`src/rtl/pipe_stage_skid.sv`:
```
// Pipeline-stage register with valid/ready handshake, a 2-entry skid buffer,
// synchronous flush that zeroes control fields, and a saturating stall counter.
module pipe_stage_skid #(
    parameter int DATA_W      = 8,
    parameter int INSTR_W     = 19,
    parameter int CTRL_W      = 13,
    parameter int STALL_CNT_W = 16
) (
    input  logic                   clk,
    input  logic                   reset,
    input  logic                   flush,
    input  logic                   in_valid,
    output logic                   in_ready,
    input  logic [DATA_W-1:0]      in_A,
    input  logic [DATA_W-1:0]      in_B,
    input  logic [INSTR_W-1:0]     in_instr,
    input  logic [CTRL_W-1:0]      in_ctrl,
    output logic                   out_valid,
    input  logic                   out_ready,
    output logic [DATA_W-1:0]      out_A,
    output logic [DATA_W-1:0]      out_B,
    output logic [INSTR_W-1:0]     out_instr,
    output logic [CTRL_W-1:0]      out_ctrl,
    output logic [1:0]             occupancy,
    output logic [STALL_CNT_W-1:0] stall_cnt
);

    typedef enum logic [1:0] {
        EMPTY = 2'd0,
        ONE   = 2'd1,
        TWO   = 2'd2
    } state_t;

    typedef struct packed {
        logic [DATA_W-1:0]  a;
        logic [DATA_W-1:0]  b;
        logic [INSTR_W-1:0] instr;
        logic [CTRL_W-1:0]  ctrl;
    } payload_t;

    state_t                   state_q, state_d;
    payload_t                 main_q, main_d;
    payload_t                 skid_q, skid_d;
    payload_t                 in_pl;
    logic                     in_ready_q, in_ready_d;
    logic [STALL_CNT_W-1:0]   stall_q, stall_d;
    logic                     in_fire;
    logic                     out_fire;

    assign in_pl     = '{a: in_A, b: in_B, instr: in_instr, ctrl: in_ctrl};
    assign out_valid = (state_q != EMPTY);
    assign in_fire   = in_valid & in_ready_q;
    assign out_fire  = out_valid & out_ready;

    always_comb begin
        state_d = state_q;
        main_d  = main_q;
        skid_d  = skid_q;
        stall_d = stall_q;

        if (out_valid && !out_ready && (stall_q != {STALL_CNT_W{1'b1}}))
            stall_d = stall_q + STALL_CNT_W'(1);

        if (flush) begin
            // Operand/instruction payload is left as-is; only control must be squashed.
            state_d     = EMPTY;
            main_d.ctrl = '0;
            skid_d.ctrl = '0;
        end else begin
            case (state_q)
                EMPTY: begin
                    if (in_fire) begin
                        state_d = ONE;
                        main_d  = in_pl;
                    end
                end
                ONE: begin
                    if (in_fire && out_fire) begin
                        main_d = in_pl;
                    end else if (in_fire) begin
                        state_d = TWO;
                        skid_d  = in_pl;
                    end else if (out_fire) begin
                        state_d = EMPTY;
                    end
                end
                TWO: begin
                    if (out_fire) begin
                        state_d = ONE;
                        main_d  = skid_q;
                    end
                end
                default: state_d = EMPTY;
            endcase
        end

        // Registered ready: drops one cycle late, the skid absorbs that extra beat.
        in_ready_d = (state_d != TWO);
    end

    always_ff @(posedge clk) begin
        if (!reset) begin
            state_q    <= EMPTY;
            main_q     <= '0;
            skid_q     <= '0;
            in_ready_q <= 1'b0;
            stall_q    <= '0;
        end else begin
            state_q    <= state_d;
            main_q     <= main_d;
            skid_q     <= skid_d;
            in_ready_q <= in_ready_d;
            stall_q    <= stall_d;
        end
    end

    assign in_ready  = in_ready_q;
    assign out_A     = main_q.a;
    assign out_B     = main_q.b;
    assign out_instr = main_q.instr;
    assign out_ctrl  = out_valid ? main_q.ctrl : '0;
    assign occupancy = state_q;
    assign stall_cnt = stall_q;

endmodule

```
`config.mk`:
```
export PLATFORM = sky130hd
export DESIGN_NAME = pipe_stage_skid
export DESIGN_NICKNAME = d
export VERILOG_FILES = /design/src/rtl/pipe_stage_skid.sv
export SDC_FILE = /design/constraint.sdc
export NUM_CORES = 1
export LEC_CHECK = 0
export BUFFER_PORTS_ARGS = -buffer_cell sky130_fd_sc_hd__clkbuf_2
export CELL_PAD_IN_SITES_DETAIL_PLACEMENT = 1
export CELL_PAD_IN_SITES_GLOBAL_PLACEMENT = 1
export CORE_UTILIZATION = 36
export DETAILED_ROUTE_END_ITERATION = 12
export GPL_ROUTABILITY_DRIVEN = 0
export HOLD_SLACK_MARGIN = 0.05
export PLACE_DENSITY_LB_ADDON = 0.1
export SKIP_LAST_GASP = 1
export SYNTH_ARGS = -nofsm -noshare
export SYNTH_HDL_FRONTEND = slang
export SYNTH_SLANG_ARGS = --single-unit
export TNS_END_PERCENT = 20
```
`constraint.sdc`:
```
create_clock -name clk -period 1.67 [get_ports clk]
set_clock_uncertainty 0.1 [all_clocks]
set_input_delay 0.2505 -clock clk [delete_from_list [all_inputs] [get_ports clk]]
set_output_delay 0.2505 -clock clk [all_outputs]
set_load 0.02 [all_outputs]
```
* After elaboration in Yosys (flattened, before gate mapping)
Cells that the tools add are included. W data, S select, Z words.
Cells by class: reductions and logical operators 12, equality and inequality tests 7, bitwise gates (word level) 5, add/sub/neg operators 1, multiplexer cells 12
Operators with widths (number):
- $mux W48 | 3
- $pmux W48 S3 | 1
- $add A16 B1 Y16 const B | 1
- $ne A16 B16 Y1 const B | 1
- $mux W13 | 1
- $mux W2 | 6
- $ne A2 B2 Y1 const B | 4
- $reduce_and A4 Y1 | 2
- $pmux W2 S3 | 1
- $reduce_and A5 Y1 | 1
- $logic_and A1 B1 Y1 | 3
- $not A1 Y1 | 3
- $reduce_and A3 Y1 | 1
- $reduce_bool A3 Y1 | 1
- $and A1 B1 Y1 | 2
- $eq A2 B1 Y1 const B | 1
- $eq A2 B2 Y1 const B | 1
- $logic_not A2 Y1 | 1
- $reduce_bool A2 Y1 | 1
- $reduce_or A2 Y1 | 1
- $logic_not A1 Y1 | 1
Storage, ports and cells: bits of input ports 53, register bits 115, output and inout port bits 68, logic and storage cells 48

* Depth between registers and ports, before layout
word-level depth 8, depth in mapped cells 7, gate-level depth less buffers 5

* Least setup slack after synthesis
OpenSTA, ideal clock, no wires.
path kind reg-to-reg, from reg stall_q[4], in the netlist stall_cnt[4], to reg stall_q[15], in the netlist stall_cnt[15], setup time 70 ps, path slack -363 ps, path buffers 0, period minus slack after synthesis 2033 ps, data arrival time 1863 ps, required time 1500 ps, cell stages (with the launch flop) 5, cells stage by stage dfxtp_1 nand4_2 or4_4 or4_1 a21oi_1
On the way: word-level cells in the longest chain between the ends 2, elaborated cells between the ends (all ways) 3, those cells by class 1 x add/sub; 1 x eq/ne; 1 x reduce/logical
Ends and longest elaborated chain:
- start: declaration | RTL line 46 | logic [STALL_CNT_W-1:0] stall_q, stall_d;
- start signal: assignment | RTL line 113 | stall_q <= stall_d;
- parallel branches: the longest is 2 deep, another holds $add A16 B1 Y16
Several ways; the timed one is not identified. A chain may end at the register's enable or synchronous reset.

* Final worst setup path
from reg state_q[1], in the netlist occupancy[1], to reg main_q (netlist bit out_instr[1])
On the way: word-level cells in the longest chain between the ends 5, elaborated cells between the ends (all ways) 12, those cells by class 5 x eq/ne; 1 x mux; 1 x bitwise; 5 x reduce/logical
Ends and longest elaborated chain:
- start: declaration | RTL line 41 | state_t state_q, state_d;
- start signal: assignment | RTL line 109 | state_q <= state_d;
- $reduce_bool A2 Y1 | RTL line 51 | assign out_valid = (state_q != EMPTY);
- $and A1 B1 Y1 | RTL line 53 | assign out_fire = out_valid & out_ready;
- $logic_and A1 B1 Y1 | RTL line 78 | if (in_fire && out_fire) begin
- $ne A2 B2 Y1 (no source line)
- $reduce_and A5 Y1 (no source line)
- end signal: assignment | RTL line 110 | main_q <= main_d;
- end: declaration | RTL line 42 | payload_t main_q, main_d;
Parallel ways exist; a longest one is shown, timed or not.

==> impl_results.md <==
* Synth Area per Inst at 9.06 µm²
* Clock Sinks at 115
* Grt total ovfl at 0
* Row cnt at 43
* CP Launch Point: occupancy[1]$_SDFF_PN0_
* CP Launch Type: flip-flop
* Final instance area at 7920 µm²
* Met3 usage at 0.0710
* N_diodes at 0
* Ys flop type: dfxtp_1
* Critical Path End: out_instr[1]$_SDFFE_PN0P_
* Max Root-Sink Buffers at 2
* Reg-to-Reg End: out_instr[1]$_SDFFE_PN0P_
* Failing checks: setup timing
* Register-to-register setup slack at -0.17 ns
* # setup viols final at 97
* Area Overhead vs Synth at 49.4%
* Reg2Reg Depth at 7
* Worst-case hold slack at 0.126 ns
* Post-synth ARST share at 0
* Final hold violation count at 0
* Largest net degree at the start of global routing at 36
* Placed Cells at 858
* Cell Area, Synth at 5300 µm²
* # IOs at 121
* GRT met1 Usage at 0.271
* Status: finished, violations left
* Cells after Synth at 585
* Root buf cell: clkbuf_16
* Netlist cell types at 39
* Cell Pwr Density at 914 nW/µm²
* Number of synthesized flops with an enable pin at 0
* Yosys warnings at 0
* Total number of vias at 5148
* Port Buffer Count at 120
* Met2 Use GR at 0.390
* Clock transition at path regs at 0.06 ns
* Syn nets at 639
* Area post-placement at 6290 µm²
* Initial Util at 0.376
* Worst Path Required at 1.94 ns
* Max-slew violation count at 0
* Drt wl/cell at 18.7 µm
* Die Y at 123 µm
* Lkg Pwr at 3.35 nW
* Max-Cap Viols at 0
* Arr. time, crit path at 2.11 ns
* Peak Freq at 0.543 GHz
* Worst-path maximum fanout at 9
* Antenna Nets Post-Route at 0
* Die width at 123 µm
* Slew headroom at 0.716
* Vias per cell at 5.33
* Seq cells post-synth at 115
* Vias in the first global route at 5121
* Worst hold path type: in -> reg
* Worst slew pin tran at 0.425 ns
* Max VDD drop at 0.696 mV
* CTS tree: done
* Layout cells sized above 1 at 0.405
* Seq/Total Area, Yosys at 0.435
* Fin cells at 966
* Worst-Skew Late Latency at 0.42 ns
* First-pass detailed-route iteration total at 4
* Crit. End Element: flip-flop
* Critical R2R Launch: occupancy[1]$_SDFF_PN0_
* H-tree levels at 4
* Tmin final at 1.84 ns
* Total track usage at 0.229
* Final WS setup at -0.172 ns
* Fin crit share at 1.10
* Hpwl dp at 10100 µm
* First-pass GRT wire length at 26200 µm
* Die Area at 15200 µm²
* Drc violations at 0
* WS Path Type: reg -> reg
* HP Start: flush
* Unrepaired setup endpoints after global routing: yes
* Nets at 827
* Initial antenna violation count at 0
* Total power at 7.24 mW
* Initial DRC Count at 266
* Core footprint at 14100 µm²
* GRT Max-Usage Layer: met2
* Routed WL at 18100 µm
* CTS Buf Count at 17
-- Yosys cell counts (3+ instances only) --
master | number | area, µm²
or3_1 | 4 | 25.0
nand4_1 | 5 | 31.3
nor3_1 | 14 | 70.1
o21ai_0 | 4 | 20.0
nand2_1 | 77 | 289
a211o_1 | 35 | 307
or4_1 | 6 | 45.0
inv_1 | 3 | 11.3
o21ba_2 | 3 | 30.0
a21oi_1 | 47 | 235
mux2i_1 | 28 | 280
o31ai_1 | 7 | 52.6
clkbuf_1 | 37 | 139
nor2b_1 | 14 | 87.6
buf_4 | 35 | 263
dfxtp_1 | 115 | 2300
nor2_1 | 22 | 82.6
nand2b_1 | 4 | 25.0
o221a_2 | 35 | 394
buf_2 | 10 | 50.1
nand3b_1 | 3 | 22.5
or2_2 | 3 | 18.8
nand3_1 | 6 | 30.0
a211oi_1 | 14 | 105
and2_1 | 36 | 225
-- cells in the final DEF (no fill, tap or decap), drive strengths merged, types with 15 or more instances in the layout --
master       Yosys  routed
a211o           35      35
dfxtp          115     115
and2            36      36
clkbuf          37     149
mux2i           28      28
nor3            15      15
nor2            22      23
a21oi           47      47
nor2b           14      15
nand2           77      77
dlygate4sd3      0      49
buf             47      76
o221a           35      35
-- area by class of cell --
class	count	area [µm²]
fill	1630	6180
multi-input combinational	385	2740
sequential	115	2350
timing repair buffer	251	2020
clock buffer	23	498
tap	180	225
clock inverter	9	75.1
inverter	3	11.3
-- metal layers --
metal / wire (µm) / up-vias
li1: - / 2463
met1: 7720 / 2539
met2: 9190 / 116
met3: 735 / 30
met4: 407 / 0
met5: 0 / -
-- power by group --
group	internal [mW]	switching (mW)	leakage (nW)	total, mW
Clock	2.23	1.33	0.289	3.56
Sequential	2.81	0.0459	0.943	2.86
Combinational	0.403	0.422	2.12	0.825
Total	5.44	1.80	3.35	7.24
-- flip-flops by register name (all words and copies together), names as in the netlist --
| register | cells |
|---|---|
| main_q | 13 |
| skid_q | 48 |
| out_A | 8 |
| stall_cnt | 16 |
| occupancy | 2 |
| out_B | 8 |
| in_ready | 1 |
| out_instr | 19 |
-- cells by family (layout without fill, tap and decap cells) --
family,count (synthesis),count (layout),share of synthesized area
AOI/OAI and AO/OA,151,151,0.226
buffers and inverters,87,286,0.0888
muxes,28,28,0.0529
DFF,115,115,0.435
adders and majority gates,1,1,0.00236
and+or+nand+nor,203,205,0.196
-- metrics by stage --
step / setup WS [ns] / setup TNS, ns / util
2_1_floorplan: -0.126 / -7.48 / -
5_1_grt: -0.193 / -14.72 / 0.562
3_5_place_dp: -0.348 / -12.07 / 0.447
3_3_place_gp: -0.333 / -11.25 / 0.447
4_1_cts: -0.133 / -6.63 / 0.538
6_report: -0.172 / -7.30 / 0.562
-- worst max-delay path, cell delays in order (launching register included) --
cell and delay (ns):
dfxtp_4 0.35, buf_12 0.13, nand3b_1 0.20, a21oi_4 0.19
buf_6 0.13, o21ba_4 0.28, clkbuf_16 0.22, o221a_2 0.18
-- worst min path at each step --
| stage | end | slack (ns) | cells past startpoint |
|---|---|---|---|
| final | in_ready$_SDFF_PN0_ | 0.13 | 3 |
| after global routing | in_ready$_SDFF_PN0_ | 0.15 | 3 |
| after CTS | in_ready$_SDFF_PN0_ | 0.11 | 3 |
| after detailed placement | skid_q[22]$_SDFFE_PN0P_ | 0.34 | 2 |
| after global placement | skid_q[39]$_SDFFE_PN0P_ | 0.34 | 2 |
| after floorplan | skid_q[13]$_SDFFE_PN0P_ | 0.29 | 2 |
-- repair_timing --
action	CTS	global route
gates cloned	4	10
buffers inserted	8	5
endpoints found under the setup margin	95	125
hold buffers	49	0
endpoints found under the hold margin	49	0
resized for setup	21	25
pin swaps	4	24
(Power assumes the default switching activity.)
